--- src/rtl/scan_mem_reg_bridge.sv ---
// rtl/scan_mem_reg_bridge.sv - scan port bridge to lane-packed SRAM and control/status registers
// Optional SRAM wait timeout is compiled in when SCAN_TIMEOUT_EN is defined.
module scan_mem_reg_bridge #(
    parameter int SCAN_W   = 32,
    parameter int SRAM_W   = 128,
    parameter int ADDR_W   = 11,
    parameter int NUM_REGS = 4,
    parameter int TIMEOUT  = 15,
    localparam int LANES   = SRAM_W / SCAN_W,
    localparam int LB      = $clog2(LANES),
    localparam int SA_W    = ADDR_W - 1 - LB,
    localparam int RI_W    = $clog2(NUM_REGS + 1)
) (
    input  logic                       clk,
    input  logic                       rst,
    input  logic                       scan_ren,
    input  logic                       scan_wen,
    input  logic [ADDR_W-1:0]          scan_addr,
    input  logic [SCAN_W-1:0]          scan_wdata,
    output logic [SCAN_W-1:0]          scan_rdata,
    output logic                       scan_ready,
    output logic                       scan_err,
    output logic                       scan_busy,
    output logic                       sram_ren,
    output logic                       sram_wen,
    output logic [SA_W-1:0]            sram_addr,
    output logic [SRAM_W-1:0]          sram_wdata,
    output logic [SRAM_W-1:0]          sram_bweb,
    input  logic [SRAM_W-1:0]          sram_rdata,
    input  logic                       sram_ready,
    output logic [NUM_REGS*SCAN_W-1:0] reg_q,
    input  logic [SCAN_W-1:0]          status_in
);

    localparam int LANE_W = (LB > 0) ? LB : 1;

    typedef enum logic [1:0] {IDLE, SRAM_REQ, SRAM_WAIT, RESP} state_t;
    state_t state, state_nxt;

    logic              accept, illegal, is_reg, tmo_hit;
    logic [RI_W-1:0]   reg_idx;
    logic [ADDR_W-2:0] mem_off;
    logic [SA_W-1:0]   req_word;
    logic [LANE_W-1:0] req_lane;

    logic              cap_wen;
    logic [LANE_W-1:0] cap_lane;
    logic [SA_W-1:0]   cap_word;
    logic [SCAN_W-1:0] cap_wdata;

    assign accept   = (state == IDLE) && (scan_ren || scan_wen);
    assign illegal  = scan_ren && scan_wen;
    assign is_reg   = scan_addr[ADDR_W-1];
    assign reg_idx  = scan_addr[RI_W-1:0];
    assign mem_off  = scan_addr[ADDR_W-2:0];
    assign req_word = SA_W'(mem_off >> LB);
    assign req_lane = LANE_W'(mem_off & (ADDR_W-1)'(LANES - 1));

    assign scan_ready = (state == RESP);
    assign scan_busy  = (state != IDLE);
    assign sram_ren   = (state == SRAM_REQ) && !cap_wen;
    assign sram_wen   = (state == SRAM_REQ) && cap_wen;
    assign sram_addr  = cap_word;

    always_ff @(posedge clk) begin
        if (rst) state <= IDLE;
        else     state <= state_nxt;
    end

    always_comb begin
        state_nxt = state;
        case (state)
            IDLE: begin
                if (accept) state_nxt = (illegal || is_reg) ? RESP : SRAM_REQ;
            end
            SRAM_REQ:  state_nxt = SRAM_WAIT;
            SRAM_WAIT: begin
                if (sram_ready || tmo_hit) state_nxt = RESP;
            end
            RESP:      state_nxt = IDLE;
            default:   state_nxt = IDLE;
        endcase
    end

    // Write data lands only in its lane; other lanes are masked off by bweb.
    always_comb begin
        sram_wdata = '0;
        sram_bweb  = '1;
        if (sram_wen) begin
            sram_wdata[cap_lane*SCAN_W +: SCAN_W] = cap_wdata;
            sram_bweb[cap_lane*SCAN_W +: SCAN_W]  = '0;
        end
    end

    always_ff @(posedge clk) begin
        if (rst) begin
            cap_wen    <= 1'b0;
            cap_lane   <= '0;
            cap_word   <= '0;
            cap_wdata  <= '0;
            reg_q      <= '0;
            scan_rdata <= '0;
            scan_err   <= 1'b0;
        end else begin
            if (accept) begin
                cap_wen   <= scan_wen;
                cap_lane  <= req_lane;
                cap_word  <= req_word;
                cap_wdata <= scan_wdata;
                // Register-space responses are resolved on the accept edge.
                if (illegal) begin
                    scan_rdata <= '0;
                    scan_err   <= 1'b1;
                end else if (is_reg) begin
                    scan_rdata <= '0;
                    scan_err   <= 1'b1;
                    if (scan_wen) begin
                        if (reg_idx < RI_W'(NUM_REGS)) begin
                            reg_q[reg_idx*SCAN_W +: SCAN_W] <= scan_wdata;
                            scan_err <= 1'b0;
                        end
                    end else if (reg_idx < RI_W'(NUM_REGS)) begin
                        scan_rdata <= reg_q[reg_idx*SCAN_W +: SCAN_W];
                        scan_err   <= 1'b0;
                    end else if (reg_idx == RI_W'(NUM_REGS)) begin
                        scan_rdata <= status_in;
                        scan_err   <= 1'b0;
                    end
                end
            end
            if (state == SRAM_WAIT) begin
                if (sram_ready) begin
                    scan_rdata <= cap_wen ? '0 : sram_rdata[cap_lane*SCAN_W +: SCAN_W];
                    scan_err   <= 1'b0;
                end else if (tmo_hit) begin
                    scan_rdata <= '0;
                    scan_err   <= 1'b1;
                end
            end
        end
    end

`ifdef SCAN_TIMEOUT_EN
    localparam int TW = $clog2(TIMEOUT + 1);
    logic [TW-1:0] tmo_cnt;

    assign tmo_hit = (state == SRAM_WAIT) && !sram_ready && (tmo_cnt == TW'(TIMEOUT - 1));

    always_ff @(posedge clk) begin
        if (rst || state != SRAM_WAIT) tmo_cnt <= '0;
        else                           tmo_cnt <= tmo_cnt + 1'b1;
    end
`else
    // Never times out; TIMEOUT is non-negative so this is constant false.
    assign tmo_hit = (TIMEOUT < 0);
`endif

endmodule

--- config.mk ---
export PLATFORM = sky130hd
export DESIGN_NAME = scan_mem_reg_bridge
export DESIGN_NICKNAME = d
export VERILOG_FILES = /design/src/rtl/scan_mem_reg_bridge.sv
export SDC_FILE = /design/constraint.sdc
export NUM_CORES = 1
export LEC_CHECK = 0
export ABC_AREA = 0
export CORE_AREA = 2 2 248 250
export CTS_BUF_LIST = sky130_fd_sc_hd__clkbuf_2 sky130_fd_sc_hd__clkbuf_4 sky130_fd_sc_hd__clkbuf_8
export DETAILED_ROUTE_END_ITERATION = 12
export DIE_AREA = 0 0 250 252
export PLACE_DENSITY_LB_ADDON = 0.12
export SLEW_MARGIN = 20
export SYNTH_ARGS = -nofsm -noshare
export SYNTH_HDL_FRONTEND = slang
export SYNTH_SLANG_ARGS = --single-unit
--- constraint.sdc ---
create_clock -name clk -period 2.73 [get_ports clk]
set_input_delay 0.4095 -clock clk [delete_from_list [all_inputs] [get_ports clk]]
set_output_delay 0.4095 -clock clk [all_outputs]
set_load 0.02 [all_outputs]
### Word-level counts from Yosys, hierarchy flattened

Cells that the tools add are included.

* magnitude comparators: 1
* shift-type cells: 7
* multiplexer cells: 25
* reduce and logical (&&, ||, !) cells: 11
* add/subtract/negate cells: 2
* equal/unequal tests: 6
* bitwise gates (word level): 4

Operator list (count)
* 32-bit two-way mux: 9
* 128-bit two-way mux: 2
* 32-bit by 34-bit variable shift with 128-bit output (first input constant): 2
* 32-bit by 34-bit variable part select with 128-bit output: 2
* 128-bit bitwise AND: 1
* 128-bit bitwise mux: 1
* 128-bit inverter: 1
* 128-bit bitwise OR: 1
* 128-bit by 8-bit variable part select with 32-bit output: 1
* 128-bit by 9-bit variable part select with 32-bit output: 1
* 32-bit by 34-bit variable part select with 128-bit output (first input constant): 1
* 7-bit negator with 34-bit output: 1
* 8-bit negator with 34-bit output: 1
* 1-bit two-way mux: 9
* 2-bit one-hot mux with 4 select lines: 1
* 2-bit two-way mux: 3
* 5-bit AND reduction: 1
* 2-bit == test (second input constant): 2
* 1-bit logical AND: 4
* 2-bit != test (second input constant): 2
* 3-bit == test (second input constant): 1
* 3-bit < comparator (second input constant): 1
* 2-bit by 1-bit == test with 1-bit output (second input constant): 1
* 2-bit zero test: 1
* other kinds (5): 6

* register bits after elaboration: 206
* input bits: 208

### Logic depth before layout (Yosys ltp)

* word-level depth: 9
* mapped depth: 10
* mapped depth without buffers: 7

### Worst setup path after synthesis

OpenSTA, ideal clock, no wires.

* kind: register -> output
* start: register cap_lane[1]
* end: output port sram_wdata[10]
* data required time: 2321 ps
* arrival time: 2375 ps
* path slack: -55 ps
* stages on the path, launching flop included: 9
* cell sequence: dfxtp_1 buf_2 clkbuf_1 inv_1 ha_1 nand2_1 nor4b_4 buf_2 and2_1

* cells in the longest elaborated chain, start to end: 4
* elaborated cells between the ends (all ways): 5

Ends and longest elaborated chain
* from (decl): line 47 `logic [LANE_W-1:0] cap_lane;`
* from (signal assigned): line 107 `cap_lane <= req_lane;`
* 7-bit negator with 34-bit output (*): line 90 `sram_wdata[cap_lane*SCAN_W +: SCAN_W] = cap_wdata;`
* 32-bit by 34-bit variable part select with 128-bit output / 32-bit by 34-bit variable shift with 128-bit output (equally long branches): line 90
* 128-bit bitwise AND (no source line) (*)
* 128-bit two-way mux (*): line 89 `if (sram_wen) begin`
* to (decl): line 27 `output logic [SRAM_W-1:0] sram_wdata,`

Mark *: on every way between the ends. The rest lies on a longest branch, timed or not.

### Worst setup path after layout

* start: register state[1]
* end: output port sram_wdata[48]

* cells in the longest elaborated chain, start to end: 3

Ends and longest elaborated chain
* from (decl): line 38 `state_t state, state_nxt;`
* from (signal assigned): line 67 `else state <= state_nxt;`
* 2-bit by 1-bit == test with 1-bit output: line 62 `assign sram_wen = (state == SRAM_REQ) && cap_wen;`
* 1-bit logical AND: line 62
* 128-bit two-way mux: line 89

Every way passes these cells.

==> results <==
[through the flow]
stage | cells | utilization | setup slack [ns] | setup TNS, ns | hold slack, ns
floorplan | 1466 | - | 0.157 | 0 | 0.457
global placement | 2706 | 0.312 | -0.0165 | -0.0258 | 0.443
detailed placement | 2706 | 0.312 | -0.0331 | -0.140 | 0.452
CTS | 2802 | 0.329 | -0.121 | -1.65 | 0.109
global route | 2806 | 0.329 | -0.0522 | -0.0985 | 0.139
finish | 2806 | 0.329 | 0.0301 | 0 | 0.165
[kinds of logic after synthesis]
kind of cell | share of synthesized area
buffers and inverters | 0.140
and+or+nand+nor | 0.227
AOI/OAI and AO/OA | 0.160
adders and majority gates | 0.0176
muxes | 0.114
DFF | 0.341
[placed cells by master (no fill, tap or decap), types with 44 or more instances in the layout]
master,instances
buf_4,79
nand3_1,65
clkbuf_8,53
and2_4,44
nand2_1,295
buf_2,56
clkdlybuf4s50_1,377
dfxtp_1,202
dlygate4sd2_1,128
and2_1,85
buf_6,60
mux2i_1,55
a21oi_1,198
[power groups by stage]
stage	clock network, W	registers [W]	logic, W
finish	0.00346	0.00360	0.00354
detailed placement	0	0.00366	0.00347
global placement	0	0.00365	0.00346
CTS	0.00358	0.00361	0.00352
floorplan	0	0.00367	0.00176
global route	0.00369	0.00365	0.00380
[worst register-to-register path, delay by kind of cell, from the launching register on]
| family | cells | cell delay, ns |
|---|---|---|
| flops | 1 | 0.33 |
| simple gates | 1 | 0.27 |
| compound gates | 3 | 0.64 |
| buf+inv | 3 | 0.44 |
| fa+ha+maj | 1 | 0.33 |
[timing repair]
action                     CTS  global route
resized for setup          771            62
buffers inserted            15             9
cloned                       7             0
setup endpoints to repair  257            84
pin swaps                    4             6
[per-layer routing]
metal	wire length [um]	share of wire	track usage
met1	28100	0.42	0.252
met4	1830	0.027	0.0624
met3	4170	0.062	0.0481
met5	0	0	0
met2	32700	0.49	0.348
[registers in the layout, summed over array words and instances, names as in the netlist]
| signal | count |
|---|---|
| cap_wen | 1 |
| cap_lane | 2 |
| scan_rdata | 32 |
| sram_addr | 8 |
| state | 2 |
| cap_wdata | 32 |
| reg_q | 128 |
| scan_err | 1 |
[final timing paths]
check | start | to | slack, ns | depth (start not counted)
setup / recovery | state[1] | sram_wdata[48] | 0.03 | 10
hold / removal | rst | state[1] | 0.17 | 2
setup reg to reg | state[0] | scan_rdata[5] | 0.58 | 8
hold reg to reg | sram_addr[1] | sram_addr[1] | 0.46 | 2
[cell type report]
type                            count  area (sq um)  area share
Antenna cell                        1          2.50    0.000126
Timing Repair Buffer              737          7200       0.363
Clock inverter                      4          22.5     0.00114
Sequential cell                   206          4130       0.209
Inverter                           21          86.3     0.00436
Tap cell                          782           978      0.0494
Clock buffer                       70           857      0.0433
Multi-Input combinational cell    985          6530       0.330
==> qor.csv <==
stage,metric,value,unit
synth,Post-Syn Area per Cell,8.25,sq um
pwr,logic gate share of total power,0.334,
synth,Synth area leaders,"dfxtp_1 (34%), nand2_1 (9.3%), buf_4 (9.1%)",
worst_hold_path,HP Class,input port to register,
finish,Layout area overhead,63.8,%
synth,commonest cells in the netlist,"nand2_1 (298), dfxtp_1 (206), a21oi_1 (198), buf_4 (147), and2_1 (130)",
worst_setup_path,WP data required,2.32,ns
worst_setup_path,peak fanout along the critical path,8,
routing,remaining antenna violation count after routing,0,
routing,average wire per standard cell,23.8,um
flow_run,max cap viols,0,
worst_setup_path,critical path capture point type,output port,
synth,"count leader, synth",nand2_1,
synth,ys flop type,dfxtp_1,
pwr,Seq pwr share,0.339,
worst_setup_path,"Arr. time, crit path",2.29,ns
synth,Async SR Flop Fraction,0,
pwr,switch share,0.360,
timing,fmax,370,MHz
floorplanning,Top Ports,637,
worst_setup_path,critical path's top delay family,simple AND/OR/NAND/NOR gates,
synth,Synth top area share,0.341,
global_route,first-pass GRT wire length,93300,um
synth,"Seq/Total Area, Yosys",0.341,
placement,GPL Wtd Cong,0.826,
finish,post-route design area,19800,sq um
worst_setup_path,Worst path most repeated cell,buf_6,
timing,Final setup viols,0,
floorplanning,Starting Density,0.201,
timing,final worst path period need,2.70,ns
worst_setup_path,Critical Path Max Stage Delay,0.34,ns
clocking,Num CTS Buffers,41,
placement,Placed Area,18800,sq um
routing,DRC Markers,0,
worst_setup_path,CP bufs+invs,5,
synth,Synth Register Bits,206,
worst_setup_path,CP max-delay cell,and4_4,
outcome,status,completed,
synth,"Net Count, Synth",1691,
floorplanning,row count,90,
synth,synth warn,0,
pwr,P_leak,7.23,nW
pwr,clock group share of total power,0.327,
pwr,Total Power,0.0106,W
pwr,Peak VDD IR,0.266,mV
timing,Pins Over Slew Limit,0,
global_route,largest net degree at the start of global routing,173,
routing,total wire length after detailed routing,66800,um
floorplanning,Die Area,63000,sq um
timing,setup repair after global routing missed its margin,true,
placement,HPWL Detailed,49700,um
synth,Unique masters post-synth,44,
placement,port buffer count,636,
timing,final hold vios,0,
floorplanning,core footprint,60100,sq um
synth,"EDFF count, synth",0,
timing,Clock Skews,0.0129,ns
timing,Tightest Pin Transition,0.857,ns
clocking,"Reg clk slew, reported paths",0.06,ns
routing,via count,12800,
pwr,Pint,0.00678,W
clocking,Clock Sinks,206,
pwr,Power Density,535,nW/um^2
floorplanning,DIE HEIGHT,252,um
finish,final net count,2217,
finish,fill count,6442,
clocking,clock root buffer,clkbuf_8,
global_route,number of global-route vias before repair,12600,
timing,Relative slew margins,0.429,
clocking,H-tree depth,2,
routing,Via density,4.55,
global_route,GRT Total Usage,0.203,
synth,Synth area leader,dfxtp_1,
clocking,"Clk Latency, worst-skew pair",0.59,ns
routing,DRT Pass-1 Iters,5,
clocking,# hold bufs at CTS,0,
pwr,NetSw,0.00382,W
finish,layout cells sized above 1,0.224,
synth,Post-Syn Instances,1466,
worst_setup_path,Startpoint Class,register,
clocking,CTS Buffer Depth,3,
floorplanning,Die Wd,250,um
worst_setup_path,type of the worst setup path,register to output port,
timing,part of the cycle the worst path needs,0.989,
clocking,CTS tree,yes,
global_route,grt ovf,0,
synth,Synth Cell Area,12100,sq um
global_route,initial antenna violation count,1,
worst_setup_path,worst-path cell chain,inv_2 > ha_4 > nand2_8 > buf_6 > nor2_4 > and4_4 > buf_16 > buf_6 > and2_4 > buf_6,
routing,DR iter-0 viols,780,
No activity file was read; power rests on OpenSTA's default activity.
==> edit (same settings) <==
Put one more register stage on the output `scan_err`. The value now appears one clock later. The other outputs are not delayed to match.
--- a/src/rtl/scan_mem_reg_bridge.sv
+++ b/src/rtl/scan_mem_reg_bridge.sv
@@ -35,6 +35,8 @@
     localparam int LANE_W = (LB > 0) ? LB : 1;
 
     typedef enum logic [1:0] {IDLE, SRAM_REQ, SRAM_WAIT, RESP} state_t;
+
+    logic scan_err_s0;
     state_t state, state_nxt;
 
     logic              accept, illegal, is_reg, tmo_hit;
@@ -100,7 +102,7 @@
             cap_wdata  <= '0;
             reg_q      <= '0;
             scan_rdata <= '0;
-            scan_err   <= 1'b0;
+            scan_err_s0 <= 1'b0;
         end else begin
             if (accept) begin
                 cap_wen   <= scan_wen;
@@ -110,31 +112,31 @@
                 // Register-space responses are resolved on the accept edge.
                 if (illegal) begin
                     scan_rdata <= '0;
-                    scan_err   <= 1'b1;
+                    scan_err_s0 <= 1'b1;
                 end else if (is_reg) begin
                     scan_rdata <= '0;
-                    scan_err   <= 1'b1;
+                    scan_err_s0 <= 1'b1;
                     if (scan_wen) begin
                         if (reg_idx < RI_W'(NUM_REGS)) begin
                             reg_q[reg_idx*SCAN_W +: SCAN_W] <= scan_wdata;
-                            scan_err <= 1'b0;
+                            scan_err_s0 <= 1'b0;
                         end
                     end else if (reg_idx < RI_W'(NUM_REGS)) begin
                         scan_rdata <= reg_q[reg_idx*SCAN_W +: SCAN_W];
-                        scan_err   <= 1'b0;
+                        scan_err_s0 <= 1'b0;
                     end else if (reg_idx == RI_W'(NUM_REGS)) begin
                         scan_rdata <= status_in;
-                        scan_err   <= 1'b0;
+                        scan_err_s0 <= 1'b0;
                     end
                 end
             end
             if (state == SRAM_WAIT) begin
                 if (sram_ready) begin
                     scan_rdata <= cap_wen ? '0 : sram_rdata[cap_lane*SCAN_W +: SCAN_W];
-                    scan_err   <= 1'b0;
+                    scan_err_s0 <= 1'b0;
                 end else if (tmo_hit) begin
                     scan_rdata <= '0;
-                    scan_err   <= 1'b1;
+                    scan_err_s0 <= 1'b1;
                 end
             end
         end
@@ -155,5 +157,9 @@
     assign tmo_hit = (TIMEOUT < 0);
 `endif
 
+    always_ff @(posedge clk) begin
+        scan_err <= scan_err_s0;
+    end
+
 endmodule
 
Check against the original RTL: not settled (the Yosys comparison gave no result); the edit may change what the design does.
==> edit against the original RTL <==
Register-to-register slack lost 0.06 ns. Power shrank 0.27%. Via count decreased by 0.63%. Sequential share of layout area grew 0.30 points. Non-clock buffer count decreased by 11. Synthesized cell count hardly changed. Cell area decreased by 0.95%. Routed wire length decreased by 0.25%. Sequential cell count rose by 1. First-iteration DRC count fell by 3.7%. Area after synthesis increased by 0.17%. Die area unchanged. Worst setup slack improved by 0.061 ns. Hold slack better by 0.19 ns. Critical path type unchanged. Critical endpoint is now sram_wdata[89]. Largest power group unchanged. Highest routed layer is now met5.
==> edit: results (changes against the original RTL) <==
Post-Syn Nets 1,692 (+0.059%); CTS Buf Count 40 (-2.4%); outcome finished clean; via/cell ratio 4.54 (-0.17%); WL met1 27,400 µm (-2.6%); Fin Clk Skew 0.0259 ns (+0.0131 ns); Netlist cell types 44 (unchanged); first-pass GRT wire length 93,200 µm (-0.10%); GR Layer Usage met3 0.0489 (+0.000825); met1 Use GR 0.246 (-0.00651); Crit-path slowest cell dfxtp_2; M2 GR Usage 0.363 (+0.0144); ys flop type dfxtp_1; dpl hpwl 49,700 µm (about the same); gr usage total 0.203 (-0.000470); fin nets 2,206 (-0.50%); CP arrival 2.23 ns (-0.06 ns); Cells after Synth 1,467 (+0.068%); leakage 7.15 nW (-1.1%); Slew @ Worst Pin 0.912 ns (+0.0550 ns); largest cells by area after synthesis dfxtp_1, nand2_1, buf_4, a21oi_1, and2_1; GPL Wtd Cong 0.832 (+0.68%); share of layout cells above drive strength 1 0.218 (-0.00651); clock root buffer clkbuf_8; crit-path max cell delay 0.32 ns (-0.02 ns); pin count of the biggest net entering global routing 115 (-34%); top cells by count, synth nand2_1, dfxtp_1, a21oi_1; sequential area share after synthesis 0.342 (+0.00109); critical path peak fanout 5 (-3); Peak VDD IR 0.245 mV (-8.0%); Yosys warnings 0 (unchanged); DR WL/cell 23.9 µm (+0.22%); met2 WL 33,600 µm (+2.8%); 1st-iter DRT viols 751 (-3.7%); Hold Path Class register to register; initial antenna violation count 5 (+4); clock tree buffer depth 3 (unchanged); Post-DP Area 18,800 µm² (+0.21%); switching share of power 0.358 (-0.00244); clk slew on worst S/H paths 0.06 ns (about the same); Routed met3 length 4350 µm (+4.2%); top layer in use met5; vias in the first global route 12,400 (-1.5%)
[edit: layout make-up]
| class | instances | area, µm² |
|---|---|---|
| fill | 6463 | 40500 |
| timing repair buffer | 726 | 6990 |
| multi-input combinational | 985 | 6540 |
| sequential | 207 | 4150 |
| tap | 782 | 978 |
| clock buffer | 66 | 815 |
| inverter | 21 | 81.3 |
| clock inverter | 5 | 57.6 |
| antenna | 1 | 2.50 |
[edit: critical path, delay by kind of cell (launching register included)]
family        cells  cell delay [ns]
simple gates      4             0.56
flops             1             0.32
fa+ha+maj         1             0.16
buf+inv           5             0.58
[edit: cells by family after synthesis]
family	after synthesis	synth area share
flops	207	0.342
simple gates	570	0.226
buf+inv	275	0.139
compound gates	301	0.160
mux	97	0.114
fa+ha+maj	17	0.0176
[edit: power by group through the flow]
stage / logic (mW) / registers [mW] / clock network, mW
floorplan: 1.76 / 3.69 / 0
detailed placement: 3.53 / 3.69 / 0
finish: 3.52 / 3.62 / 3.44
CTS: 3.59 / 3.64 / 3.56
global route: 3.79 / 3.67 / 3.66
global placement: 3.52 / 3.68 / 0
[edit: repair_timing]
item / CTS / global route
cloned: 6 / 0
pin swaps: 4 / 4
gates resized for setup: 747 / 43
hold buffers: 1 / 0
endpoints found under the setup margin: 258 / 106
setup buffers: 11 / 0
endpoints found under the hold margin: 3 / 0
[edit: final timing paths]
check	endpoint	slack, ns	startpoint	depth (start not counted)
max	sram_wdata[89]	0.09	state[1]	10
min	scan_err	0.36	scan_err_s0	0
max reg2reg	scan_rdata[24]	0.52	state[0]	9
min reg2reg	scan_err	0.36	scan_err_s0	0
[edit: through the flow]
stage                     instances  worst slack (ns)
after detailed placement       2707            0.0213
after floorplan                1467             0.157
final                          2793            0.0909
after global routing           2793           -0.0193
after CTS                      2795           -0.0569
after global placement         2707            0.0502
